**config.mk**
```make
export PLATFORM = sky130hd
export DESIGN_NAME = bcd_calc_seq
export DESIGN_NICKNAME = d
export VERILOG_FILES = /design/src/rtl/cal_pkg.sv /design/src/rtl/bcd_dabble.sv /design/src/rtl/bcd_calc_seq.sv
export SDC_FILE = /design/constraint.sdc
export NUM_CORES = 1
export LEC_CHECK = 0
export ABC_AREA = 1
export ABC_CLOCK_PERIOD_IN_PS = 3000
export BUFFER_PORTS_ARGS = -buffer_cell sky130_fd_sc_hd__buf_2
export CORE_MARGIN = 2
export CORE_UTILIZATION = 55
export CTS_CLUSTER_SIZE = 8
export DETAILED_ROUTE_END_ITERATION = 12
export GPL_TIMING_DRIVEN = 0
export PLACE_DENSITY_LB_ADDON = 0.25
export SLEW_MARGIN = 20
export SYNTH_ARGS = -nofsm -noshare
export SYNTH_HDL_FRONTEND = slang
export SYNTH_SLANG_ARGS = --single-unit
```
**constraint.sdc**
```tcl
create_clock -name clk -period 3 [get_ports clk]
set_input_delay 0.15 -clock clk [delete_from_list [all_inputs] [get_ports clk]]
set_output_delay 0.15 -clock clk [all_outputs]
set_load 0.05 [all_outputs]
```
**src/rtl/cal_pkg.sv**
```systemverilog
// cal_pkg: token and state encodings plus width helpers for bcd_calc_seq.
package cal_pkg;
   typedef enum logic [3:0] {
      TK_MUL = 4'd10,
      TK_ADD = 4'd11,
      TK_EQ  = 4'd12,
      TK_SUB = 4'd13,
      TK_CLR = 4'd14,
      TK_DIV = 4'd15
   } tok_e;

   typedef enum logic [2:0] {ENT_A, ENT_B, EXEC, CONV, DONE} state_e;

   function automatic int aw_of(input int digits);
      return $clog2(10 ** digits);
   endfunction

   function automatic int pw_of(input int digits);
      return $clog2(10 ** (2 * digits));
   endfunction
endpackage

```
**src/rtl/bcd_dabble.sv**
```systemverilog
// bcd_dabble: iterative double-dabble, one bit per cycle; bcd is valid when done pulses.
module bcd_dabble #(
   parameter int PW = 14,
   parameter int RD = 4
) (
   input  logic            clk,
   input  logic            rst,
   input  logic            start,
   input  logic [PW-1:0]   bin,
   output logic            busy,
   output logic            done,
   output logic [4*RD-1:0] bcd
);
   localparam int CW = $clog2(PW + 1);

   logic [PW-1:0]   sh;
   logic [CW-1:0]   cnt;
   logic [4*RD-1:0] adj;

   always_comb begin
      adj = bcd;
      for (int i = 0; i < RD; i++)
         adj[4*i +: 4] = bcd[4*i +: 4] >= 4'd5 ? bcd[4*i +: 4] + 4'd3 : bcd[4*i +: 4];
   end

   always_ff @(posedge clk or posedge rst)
      if (rst) begin
         sh   <= '0;
         cnt  <= '0;
         bcd  <= '0;
         busy <= 1'b0;
         done <= 1'b0;
      end else begin
         done <= 1'b0;
         if (start) begin
            sh   <= bin;
            bcd  <= '0;
            cnt  <= CW'(PW);
            busy <= 1'b1;
         end else if (busy) begin
            bcd <= {adj[4*RD-2:0], sh[PW-1]};
            sh  <= {sh[PW-2:0], 1'b0};
            cnt <= cnt - CW'(1);
            if (cnt == CW'(1)) begin
               busy <= 1'b0;
               done <= 1'b1;
            end
         end
      end
endmodule

```
**src/rtl/bcd_calc_seq.sv**
```systemverilog
// bcd_calc_seq: token-driven multi-digit BCD calculator with valid/ready result port.
// Define CAL_DIV_EN to build the restoring divider; otherwise DIV always reports an error.
module bcd_calc_seq
   import cal_pkg::*;
#(
   parameter int DIGITS = 2,
   parameter int AW = aw_of(DIGITS),
   parameter int PW = pw_of(DIGITS),
   localparam int RD = 2 * DIGITS
) (
   input  logic            clk,
   input  logic            rst,
   input  logic            tok_valid,
   input  logic [3:0]      tok_data,
   output logic            tok_ready,
   output logic            res_valid,
   input  logic            res_ready,
   output logic [4*RD-1:0] res_bcd,
   output logic            res_sign,
   output logic            res_err
);
   localparam int CW = $clog2(AW + 1);
   localparam logic [2:0] DG = 3'(DIGITS);

   state_e          state;
   tok_e            op;
   logic [AW-1:0]   a, b, dsel;
   logic [AW+3:0]   d10;
   logic [2:0]      na, nb;
   logic [PW-1:0]   acc, mc, acc_m, mres, dab_in;
   logic [CW-1:0]   cnt;
   logic            sgn, is_dig, is_op, last, div_err, dab_start, dab_busy, dab_done;
   logic [4*RD-1:0] dab_bcd;
`ifdef CAL_DIV_EN
   logic [AW:0]     r_sh, r_nx;
   logic [AW-1:0]   q_nx;
   logic            ge;
`endif

   assign tok_ready = state == ENT_A || state == ENT_B;
   assign is_dig    = tok_data < 4'd10;
   assign is_op     = tok_data == TK_MUL || tok_data == TK_ADD || tok_data == TK_SUB || tok_data == TK_DIV;
   assign dsel      = state == ENT_A ? a : b;
   assign d10       = {1'b0, dsel, 3'b0} + {3'b0, dsel, 1'b0} + {{AW{1'b0}}, tok_data};

   always_comb begin
      acc_m = acc + (b[0] ? mc : '0);
      last  = cnt == CW'(AW - 1);
`ifdef CAL_DIV_EN
      // remainder lives in the low bits of acc, quotient shifts into a
      r_sh    = {acc[AW-1:0], a[AW-1]};
      ge      = r_sh >= {1'b0, b};
      r_nx    = ge ? r_sh - {1'b0, b} : r_sh;
      q_nx    = {a[AW-2:0], ge};
      mres    = op == TK_DIV ? PW'(q_nx) : acc_m;
      div_err = op == TK_DIV && b == '0;
`else
      mres    = acc_m;
      div_err = op == TK_DIV;
`endif
      dab_in    = op == TK_ADD ? PW'(a) + PW'(b) :
                  op == TK_SUB ? (a < b ? PW'(b - a) : PW'(a - b)) : mres;
      dab_start = state == EXEC && !div_err && !dab_busy && (op == TK_ADD || op == TK_SUB || last);
   end

   bcd_dabble #(.PW(PW), .RD(RD)) u_dabble (
      .clk   (clk),
      .rst   (rst),
      .start (dab_start),
      .bin   (dab_in),
      .busy  (dab_busy),
      .done  (dab_done),
      .bcd   (dab_bcd)
   );

   always_ff @(posedge clk or posedge rst)
      if (rst) begin
         state     <= ENT_A;
         op        <= TK_ADD;
         a         <= '0;
         b         <= '0;
         na        <= '0;
         nb        <= '0;
         acc       <= '0;
         mc        <= '0;
         cnt       <= '0;
         sgn       <= 1'b0;
         res_valid <= 1'b0;
         res_bcd   <= '0;
         res_sign  <= 1'b0;
         res_err   <= 1'b0;
      end else
         case (state)
            ENT_A:
               if (tok_valid) begin
                  if (is_dig) begin
                     if (na < DG) begin
                        a  <= d10[AW-1:0];
                        na <= na + 3'd1;
                     end
                  end else if (is_op) begin
                     op    <= tok_e'(tok_data);
                     state <= ENT_B;
                  end else if (tok_data == TK_CLR) begin
                     a  <= '0;
                     na <= '0;
                  end
               end
            ENT_B:
               if (tok_valid) begin
                  if (is_dig) begin
                     if (nb < DG) begin
                        b  <= d10[AW-1:0];
                        nb <= nb + 3'd1;
                     end
                  end else if (is_op) begin
                     if (nb == '0) op <= tok_e'(tok_data);
                  end else if (tok_data == TK_EQ) begin
                     acc   <= '0;
                     mc    <= PW'(a);
                     cnt   <= '0;
                     state <= EXEC;
                  end else begin
                     a     <= '0;
                     b     <= '0;
                     na    <= '0;
                     nb    <= '0;
                     op    <= TK_ADD;
                     state <= ENT_A;
                  end
               end
            EXEC: begin
               sgn <= op == TK_SUB && a < b;
               if (div_err) state <= DONE;
               else if (op == TK_ADD || op == TK_SUB) state <= CONV;
               else begin
`ifdef CAL_DIV_EN
                  if (op == TK_DIV) begin
                     acc <= PW'(r_nx);
                     a   <= q_nx;
                  end else begin
                     acc <= acc_m;
                     mc  <= mc << 1;
                     b   <= b >> 1;
                  end
`else
                  acc <= acc_m;
                  mc  <= mc << 1;
                  b   <= b >> 1;
`endif
                  cnt <= cnt + CW'(1);
                  if (last) state <= CONV;
               end
            end
            CONV:
               if (dab_done) begin
                  res_bcd   <= dab_bcd;
                  res_sign  <= sgn;
                  res_err   <= 1'b0;
                  res_valid <= 1'b1;
                  state     <= DONE;
               end
            DONE:
               // entering DONE with res_valid low only happens on the error path
               if (!res_valid) begin
                  res_valid <= 1'b1;
                  res_bcd   <= '0;
                  res_sign  <= 1'b0;
                  res_err   <= 1'b1;
               end else if (res_ready) begin
                  res_valid <= 1'b0;
                  a         <= '0;
                  b         <= '0;
                  na        <= '0;
                  nb        <= '0;
                  op        <= TK_ADD;
                  state     <= ENT_A;
               end
            default: state <= ENT_A;
         endcase
endmodule

```
# Yosys cells after proc, flatten, opt, wreduce, memory -nomap -nowiden
# Index checks and enable logic that the tools add are counted.
[word_totals]
reg_bits = 114
input_bits = 8
elab_cells = 219
out_inout_bits = 20
[op_classes]
eq_ne = 38
order_cmp = 8
add_sub_neg = 14
n_reduce_logical = 28
n_mux = 112
[op_table]
columns = ["cell", "n"]
rows = [
  ["$mux 14", 18],
  ["$mux 7", 16],
  ["$mux 3", 31],
  ["$mux 16", 4],
  ["$mux 4", 15],
  ["$pmux 14 s2", 2],
  ["$pmux 7 s3", 2],
  ["$eq 4x4->1 const B", 9],
  ["$pmux 16 s2", 1],
  ["$ne 2x2->1 const B", 12],
  ["$reduce_and 10->1", 2],
  ["$ge 4x3->1 const B", 4],
  ["$sub 7x7->8", 2],
  ["$pmux 3 s5", 1],
  ["$add 14x14->14", 1],
  ["$reduce_and 7->1", 2],
  ["$mux 1", 13],
  ["$add 4x2->4 const B", 3],
  ["$ne 3x2->1 const B", 4],
  ["$ne 3x3->1 const B", 4],
  ["$pmux 3 s2", 2],
  ["$pmux 4 s3", 1],
  ["$reduce_and 11->1", 1],
  ["$add 3x1->3 const B", 3],
  ["27 further kinds", 47],
]

# Longest topological paths before layout
# Gate-level depths: netlist (run 1).
[logic_depth]
word_depth = 8
depth_mapped = 17
depth_no_buf = 16

# Hierarchy
# Synthesis (run 1) repeated with hierarchy kept, for this count alone.
[hier_totals]
cells_unflattened = 1136
hier_area_um2 = 8160.3
[by_module_without_submodules]
columns = ["module", "area_each_um2", "cells_each", "instances", "seq_area_each_um2"]
rows = [
  ["bcd_calc_seq", 6221.0, 910, 1, 1955.6],
  ["bcd_dabble", 1939.4, 226, 1, 900.9],
]

# Least setup slack after synthesis (run 1)
# OpenSTA, ideal clock, no wires.
[synth_timing]
path_type = "reg2reg"
startpoint = "reg state[1]"
endpoint = "reg a[6]"
period_less_slack_ps = 2934
arrival_ps = 2818
path_buffers = 1
setup_time_ps = 116
required_time_ps = 2884
setup_slack_ps = 66
stages_incl_launch_ff = 16
path_cell_list = "dfrtp_1 nor2_1 nand2_1 buf_2 o21ai_0 fa_1 fa_1 nand3_1 nand3_1 or2_2 nand2_1 inv_1 o21ai_0 nor2_1 nand2_1 nand2_1"
[synth_via]
elab_chain_cells = 8
word_cells_on_any_way = 22
cone_classes = "add/sub: 2; eq/ne: 12; mux: 5; reduce/logical: 3"
[synth_lines]
columns = ["element", "line_no", "source"]
rows = [
  ["from (decl)", "bcd_calc_seq.sv:25", "state_e state;"],
  ["from (signal assigned)", "bcd_calc_seq.sv:78", "state <= ENT_A;"],
  ["from (signal assigned)", "bcd_calc_seq.sv:103", "state <= ENT_B;"],
  ["from (signal assigned)", "bcd_calc_seq.sv:122", "state <= EXEC;"],
  ["$logic_not 3->1", "bcd_calc_seq.sv:43, bcd_calc_seq.sv:93", ""],
  ["$mux 6", "bcd_calc_seq.sv:43", "assign dsel = state == ENT_A ? a : b;"],
  ["$add 7x7->7", "bcd_calc_seq.sv:44", "assign d10 = {1'b0, dsel, 3'b0} + {3'b0, dsel, 1'b0} + {{AW{1'b0}}, tok_data};"],
  ["$add 7x4->7", "bcd_calc_seq.sv:44", ""],
  ["$mux 7", "bcd_calc_seq.sv:97", "if (na < DG) begin"],
  ["$mux 7", "bcd_calc_seq.sv:96", "if (is_dig) begin"],
  ["$mux 7", "bcd_calc_seq.sv:95", "if (tok_valid) begin"],
  ["$pmux 7 s3", "bcd_calc_seq.sv:93", "case (state)"],
  ["to (signal assigned)", "bcd_calc_seq.sv:98", "a <= d10[AW-1:0];"],
  ["to (decl)", "bcd_calc_seq.sv:27", "logic [AW-1:0] a, b, dsel;"],
]
# Several ways; a longest one is shown, not always the timed one. The select of a mux whose other input is x is not followed.
# A chain may end at the register's enable or synchronous reset.

# Worst setup path in the final report (run 1)
# Ends and elaborated chain as after synthesis.

==> summary.md, run 1 <==
| Metric | Value |
|---|---|
| Status | complete, no violations |
| Netlist Area Pre-Place | 7770 sq um |
| Total CTS buffers | 17 |
| Fraction of layout instances using a drive strength above 1 | 0.116 |
| Synthesized flop and latch total | 114 |
| Die X | 123 um |
| Total number of cells along the worst setup path | 17 |
| Internal power component | 4.53 mW |
| Clk Tree Root Cell | sky130_fd_sc_hd__clkbuf_16 |
| Initial antenna violation count | 0 |
| CP Buf/Inv Count | 2 |
| I/O pin cnt | 28 |
| Sw power | 3.49 mW |
| Hold Path Origin | tok_data[0] |
| Maximum number of pins on one net before global-route repair | 35 |
| Most area-hungry cell type in the Yosys netlist | sky130_fd_sc_hd__dfrtp_1 |
| Final hold vios | 0 |
| TritonCTS sink count | 114 |
| Flop-to-flop setup slack | 0.11 ns |
| Data arrival time of the worst path | 3.20 ns |
| Most common cell after layout, fill and taps aside | sky130_fd_sc_hd__nand2_1 |
| Final worst clock skew | 0.00795 ns |
| Post-route clock period utilization | 0.963 |
| Die height | 123 um |
| Core box area | 13800 sq um |
| Via count | 7140 |
| Area grow syn2layout | 14.6% |
| Level count of the clock H-tree | 4 |
| Grt ovf | 0 |
| Critical path type | flop to flop |
| Site row count | 43 |
| Synthesized netlist net count | 1140 |
| Leakage power | 4.82 nW |
| Slew at the pin closest to its max-slew limit | 0.659 ns |
| Worst-path cell chain | nor2_2 -> nand2_2 -> buf_8 -> nand2_1 -> o21ai_2 -> ha_1 -> ha_2 -> fa_2 -> nand3_1 -> nand3_1 -> or2_2 -> nand2_1 -> inv_1 -> o21ai_2 -> nor2_2 -> nand2_1 -> nand2_1 |
| Number of setup violations in the final report | 0 |
| Power, Total | 8.02 mW |
| Clock buffer depth | 2 |
| Total die area | 15100 sq um |
| Share of the synthesized area in the top cell type | 0.357 |
| Instance area at placement | 8200 sq um |
| Number of enable-type register cells in the synthesized netlist | 0 |
| Sequential cell area fraction in the yosys report | 0.368 |
| Maximum resistive drop on vdd | 0.000545 V |
| Combinational share of power | 0.467 |
| Post-detailed-route DRC marker count | 0 |
| TritonCTS clock tree | yes |
| Data required, critical path | 3.31 ns |
| Number of distinct library cell variants in the gate-level netlist after synthesis | 46 |
| First-pass GRT wire length | 32.6 mm |
| Antenna cell count | 0 |
| Endpoint of the lowest-slack register-to-register path | a[6] |
| Worst Setup Slack post-DPL | -0.358 ns |
| Top flip-flop cell by instance count after synthesis | sky130_fd_sc_hd__dfrtp_1 |
| Starting density of the core | 0.562 |
| Number of buffers added on ports | 27 |
| Most used cells in the layout excluding fill and tap cells | sky130_fd_sc_hd__nand2_1, sky130_fd_sc_hd__inv_1, sky130_fd_sc_hd__dfrtp_1 |
| Min-Delay Endpoint | a[0] |
| Vias/cell | 5.43 |
| Mapped Avg Cell Area | 7.27 sq um |
| Slew Viols, Final | 0 |
| Slowest-stage cell, CP | sky130_fd_sc_hd__fa_2 |
| Dominant cells by area after synthesis | sky130_fd_sc_hd__dfrtp_1, sky130_fd_sc_hd__nand2_1, sky130_fd_sc_hd__ha_1 |
| Post-synthesis instance total | 1069 |
| Wire length per cell after detailed routing | 14.6 um |
| Clock network latency to the later pin of the worst-skew pair | 0.43 ns |
| Cell repeated most along the worst path | sky130_fd_sc_hd__nand2_1 |
| Final WL | 19.2 mm |
| Startpoint of the lowest-slack register-to-register path | state[1] |
| Worst path setup slack after routing | 0.110 ns |
| Sequential group share of total power | 0.271 |
| Maximum single-stage delay on the critical path | 0.40 ns |
| Cells on Worst Hold Path | 3 |
| First-iteration detailed-routing DRC count | 588 |
| Total power density per cell area | 900 nW/um^2 |
| Worst Hold Class | primary input to flop |
| Number of global-route vias before repair | 6818 |
| Global placement routability congestion | 0.917 |
| Finished Cell Area | 8910 sq um |
| Endpoint kind of the worst setup timing path | flop |
| Total global routing track utilization | 0.277 |
| Setup total negative slack | 0 ns |
| Top Family by Delay on Critical Path | simple AND/OR/NAND/NOR gates |
| Path depth of the worst reg2reg path | 17 |
| Clock Power Share | 0.261 |
| Worst max-slew margin expressed relative to the limit | 0.561 |
| Initial DRT Pass Iterations | 5 |
| Number of maximum-capacitance violations | 0 |
| Warnings from Yosys | 0 |
| Switch share | 0.435 |
| Post-CTS clock slew at the launch and capture registers of the worst setup and hold paths | 0.05 ns |
| Fraction of registers with async set/reset | 1.00 |
| Number of nets with antenna violations after detailed routing | 0 |
| Layout Nets | 1194 |
| Shortest clock period the worst path allows after layout | 2.89 ns |
| Post-detail-place hpwl | 14.4 mm |
| Critical Path Source Type | flop |
| Maximum fanout count along the critical path | 10 |
| Achievable clock frequency | 346 MHz |
| RSZ-0062 raised after global routing | yes |
[area by class of cell]
type,instances,area (sq um)
multi-input cells,762,4210
plain buffers,25,131
inverters,167,631
well taps,180,225
clock buffers,20,457
flip-flops and latches,114,2860
fillers,1207,4920
repair buffers,36,243
clock inverters,12,156
[kinds of logic (layout without fill, tap and decap cells)]
logic type | Yosys count | after routing | synth area share
xor+xnor | 17 | 17 | 0.0192
buf+inv | 193 | 260 | 0.0967
flops | 114 | 114 | 0.368
simple gates | 502 | 502 | 0.277
fa+ha+maj | 63 | 63 | 0.107
compound gates | 180 | 180 | 0.133
[metrics by stage]
step	utilization	cells	hold WS [ns]
5_1_grt	0.644	1316	0.0222
4_1_cts	0.641	1315	0.00348
2_1_floorplan	-	1069	0.288
3_5_place_dp	0.593	1279	0.206
6_report	0.644	1316	0.0129
3_3_place_gp	0.588	1276	0.432
[state kept, by name (all words and copies together), names as in the netlist]
| signal | cells |
|---|---|
| res_bcd | 16 |
| u_dabble.bcd | 16 |
| acc | 14 |
| mc | 14 |
| u_dabble.sh | 14 |
| a | 7 |
| b | 7 |
| op | 4 |
| u_dabble.cnt | 4 |
| cnt | 3 |
| na | 3 |
| nb | 3 |
| state | 3 |
| res_err | 1 |
| res_sign | 1 |
| res_valid | 1 |
| sgn | 1 |
| u_dabble.busy | 1 |
| u_dabble.done | 1 |
[layer usage]
metal,vias up,part of all wire,global-route usage
met1,3353,0.46,0.365
li1,3565,-,-
met4,0,0.026,0.103
met3,41,0.042,0.0460
met2,181,0.48,0.459
met5,-,0,0
[power by group through the flow]
stage | clock, mW | combinational (mW) | sequential (mW)
finish | 2.10 | 3.75 | 2.17
global route | 2.20 | 4.32 | 2.22
CTS | 2.11 | 3.66 | 2.15
detailed placement | 0 | 3.56 | 2.18
global placement | 0 | 3.46 | 2.16
floorplan | 0 | 2.76 | 2.12
[timing repair]
| item | CTS | global route |
|---|---|---|
| setup buffers | 3 | 2 |
| hold endpoints to repair | 16 | 0 |
| gates cloned | 0 | 0 |
| pin swaps | 1 | 4 |
| hold buffers | 1 | 0 |
| endpoints found under the setup margin | 3 | 7 |
| gates resized for setup | 8 | 13 |
[tightest hold or removal path: stages]
cell and delay (ns):
sky130_fd_sc_hd__buf_2 0.13, sky130_fd_sc_hd__nand3_1 0.08, sky130_fd_sc_hd__nand2_1 0.04
[worst max-delay path by stage]
stage                   from  endpoint  slack (ns)
floorplan           state[1]      a[6]        0.07
global placement    state[1]      a[6]       -0.34
detailed placement  state[1]      a[6]       -0.36
CTS                 state[2]      a[6]       0.003
global route        state[1]      a[6]       -0.06
finish              state[1]      a[6]        0.11
[cells in the mapped netlist (6+ instances only)]
| cell type | number |
|---|---|
| sky130_fd_sc_hd__a21o_1 | 9 |
| sky130_fd_sc_hd__a21oi_1 | 45 |
| sky130_fd_sc_hd__buf_2 | 13 |
| sky130_fd_sc_hd__clkbuf_1 | 11 |
| sky130_fd_sc_hd__dfrtp_1 | 111 |
| sky130_fd_sc_hd__fa_1 | 6 |
| sky130_fd_sc_hd__ha_1 | 57 |
| sky130_fd_sc_hd__inv_1 | 154 |
| sky130_fd_sc_hd__inv_2 | 11 |
| sky130_fd_sc_hd__nand2_1 | 305 |
| sky130_fd_sc_hd__nand3_1 | 91 |
| sky130_fd_sc_hd__nand4_1 | 15 |
| sky130_fd_sc_hd__nor2_1 | 62 |
| sky130_fd_sc_hd__o21ai_0 | 76 |
| sky130_fd_sc_hd__o21ai_1 | 7 |
| sky130_fd_sc_hd__o22ai_1 | 18 |
| sky130_fd_sc_hd__xor2_1 | 12 |
Note: power is estimated with default switching activity, not from simulation.
==> run 2: changes to the inputs <==
- BUFFER_PORTS_ARGS: -buffer_cell sky130_fd_sc_hd__buf_2 -> unset
- DONT_BUFFER_PORTS: unset -> 1
==> summary.md, run 2 (same netlist as run 1, synthesis figures left out) <==
| Metric | Value |
|---|---|
| Hold Path Origin | res_ready |
| Number of setup violations in the final report | 0 (unchanged) |
| Critical path type | flop to flop |
| Cells on Worst Hold Path | 3 (unchanged) |
| Startpoint of the lowest-slack register-to-register path | state[0] |
| Setup total negative slack | 0 ns (unchanged) |
| Die height | 123 um (unchanged) |
| Critical Path Source Type | flop |
| Final WL | 19.2 mm (+0.34%) |
| Slew Viols, Final | 0 (unchanged) |
| Clock buffer depth | 2 (unchanged) |
| Most used cells in the layout excluding fill and tap cells | sky130_fd_sc_hd__nand2_1, sky130_fd_sc_hd__inv_1, sky130_fd_sc_hd__dfrtp_1 |
| Slowest-stage cell, CP | sky130_fd_sc_hd__fa_1 |
| TritonCTS sink count | 114 (unchanged) |
| Site row count | 43 (unchanged) |
| Worst-path cell chain | nor2_2 -> nand2_2 -> buf_8 -> nand2_2 -> o21ai_4 -> fa_1 -> buf_4 -> buf_4 -> ha_4 -> nand2_1 -> nand2_1 -> a21oi_2 -> nor2_1 -> nor2_1 -> nand2_1 -> nor2_1 -> a21oi_1 -> o21ai_1 |
| Post-detailed-route DRC marker count | 0 (unchanged) |
| Antenna cell count | 0 (unchanged) |
| Endpoint kind of the worst setup timing path | flop |
| Worst Hold Class | primary input to flop |
| Final worst clock skew | 0.0115 ns (+0.00356 ns) |
| I/O pin cnt | 28 (unchanged) |
| Final-layout worst hold slack | 0.0291 ns (+0.0162 ns) |
| Post-CTS clock slew at the launch and capture registers of the worst setup and hold paths | 0.06 ns (about the same) |
| Grt ovf | 0 (unchanged) |
| Fin util | 0.635 (-0.00950) |
| Leakage power | 4.68 nW (-2.9%) |
| Maximum single-stage delay on the critical path | 0.50 ns (+0.10 ns) |
| Data arrival time of the worst path | 3.15 ns (-0.05 ns) |
| Initial antenna violation count | 0 (unchanged) |
| Total global routing track utilization | 0.272 (-0.00495) |
| Status | complete, no violations |
| Via count | 7025 (-1.6%) |
| Worst max-slew margin expressed relative to the limit | 0.410 (-0.151) |
| FILL cells | 1240 (+2.7%) |
| Number of nets with antenna violations after detailed routing | 0 (unchanged) |
| Total CTS buffers | 17 (unchanged) |
| Data required, critical path | 3.35 ns (+0.04 ns) |
| Path depth of the worst reg2reg path | 18 (+1) |
| Post-detail-place hpwl | 14.5 mm (+0.73%) |
| Number of buffers added on ports | 0 (-100%) |
| Maximum fanout count along the critical path | 9 (-1) |
| Slew at the pin closest to its max-slew limit | 0.882 ns (+0.223 ns) |
| RSZ-0062 raised after global routing | no |
| Vias/cell | 5.42 (about the same) |
| Initial DRT Pass Iterations | 5 (unchanged) |
| First-pass GRT wire length | 32.1 mm (-1.7%) |
| Number of maximum-capacitance violations | 0 (unchanged) |
| Post-route clock period utilization | 0.933 (-0.0304) |
| Most common cell after layout, fill and taps aside | sky130_fd_sc_hd__nand2_1 |
| Clk Tree Root Cell | sky130_fd_sc_hd__clkbuf_16 |
| Fraction of layout instances using a drive strength above 1 | 0.0978 (-0.0184) |
| Maximum number of pins on one net before global-route repair | 33 (-5.7%) |
| Timing startpoint of the critical path | state[0] |
| First-iteration detailed-routing DRC count | 543 (-7.7%) |
| TritonCTS clock tree | yes |
| Number of global-route vias before repair | 6624 (-2.8%) |
| Biggest regs | res_bcd x16, u_dabble.bcd x16 |
| Global placement routability congestion | 0.897 (-2.2%) |
| Wire length per cell after detailed routing | 14.8 um (+2.0%) |
| Final hold vios | 0 (unchanged) |
| Core box area | 13800 sq um (unchanged) |
| Die X | 123 um (unchanged) |
| Maximum resistive drop on vdd | 0.000632 V (+16%) |
| Area grow syn2layout | 12.9% |
| Total power density per cell area | 899 nW/um^2 (-0.17%) |
| Total die area | 15100 sq um (unchanged) |
| Power, Total | 7.89 mW (-1.6%) |
| Level count of the clock H-tree | 4 (unchanged) |
| Layout Nets | 1173 (-1.8%) |
| Shortest clock period the worst path allows after layout | 2.80 ns (-0.0913 ns) |
| Achievable clock frequency | 357 MHz (+3.3%) |
| Starting density of the core | 0.562 (unchanged) |
| Clock network latency to the later pin of the worst-skew pair | 0.43 ns (about the same) |
## run 2: cell types whose count changed in the layout (fill, tap and decap cells not counted), sizes merged
| cell | change |
|---|---|
| dlygate4sd3 | +3 |
| clkinvlp | +2 |
| clkbuf | -3 |
| bufinv | -3 |
| buf | -24 |
| inv | +6 |
| clkinv | -2 |
## run 2: final cells by class
class,count,area [sq um],share of cell area
clock inverter,15,123,0.0140
tap,180,225,0.0257
timing repair buffer,15,160,0.0183
multi-input combinational,762,4220,0.481
clock buffer,17,425,0.0485
inverter,167,631,0.0719
sequential,114,2860,0.326
buffer,25,131,0.0150
## run 2: per-stage QoR
| step | instances | area (sq um) | setup slack (ns) |
|---|---|---|---|
| after floorplan | 1069 | 7780 | 0.0660 |
| after global placement | 1249 | 8000 | -0.401 |
| after detailed placement | 1252 | 8060 | -0.441 |
| after CTS | 1291 | 8700 | 0.0305 |
| after global routing | 1295 | 8770 | 0.00408 |
| final | 1295 | 8770 | 0.202 |
## run 2: critical path: cells and delay by family, from the launching register on
kind	cells	cell delay, ns
and+or+nand+nor	9	0.75
adders and majority gates	2	0.72
buffers and inverters	3	0.45
DFF	1	0.40
AOI/OAI and AO/OA	4	0.40
## run 2: repair_timing
item                                    4_1_cts  5_1_grt
endpoints found under the hold margin        28        0
pin swaps                                     2        7
endpoints found under the setup margin        4       10
buffers inserted                              3        5
cloned                                        0        0
hold buffers                                  4        0
gates resized for setup                      11       11
## run 2: report_power, final
part | switching, mW | internal [mW]
registers | 0.310 | 1.88
logic | 2.46 | 1.34
clock network | 0.822 | 1.07
total | 3.59 | 4.29
## run 2: path summary, 6_finish.rpt
path                        endpoint  slack [ns]
setup / recovery                b[5]        0.20
hold / removal             res_valid        0.03
setup reg to reg                b[5]        0.20
hold reg to reg                op[3]        0.47
max in group asynchronous      op[1]        1.85
min in group asynchronous     mc[11]        0.31
## run 2: layer usage
metal	GRT usage	wire, um	part of all wire
met4	0.0920	410	0.021
met1	0.377	9060	0.47
met3	0.0562	844	0.044
met2	0.426	8900	0.46
met5	0	0	0
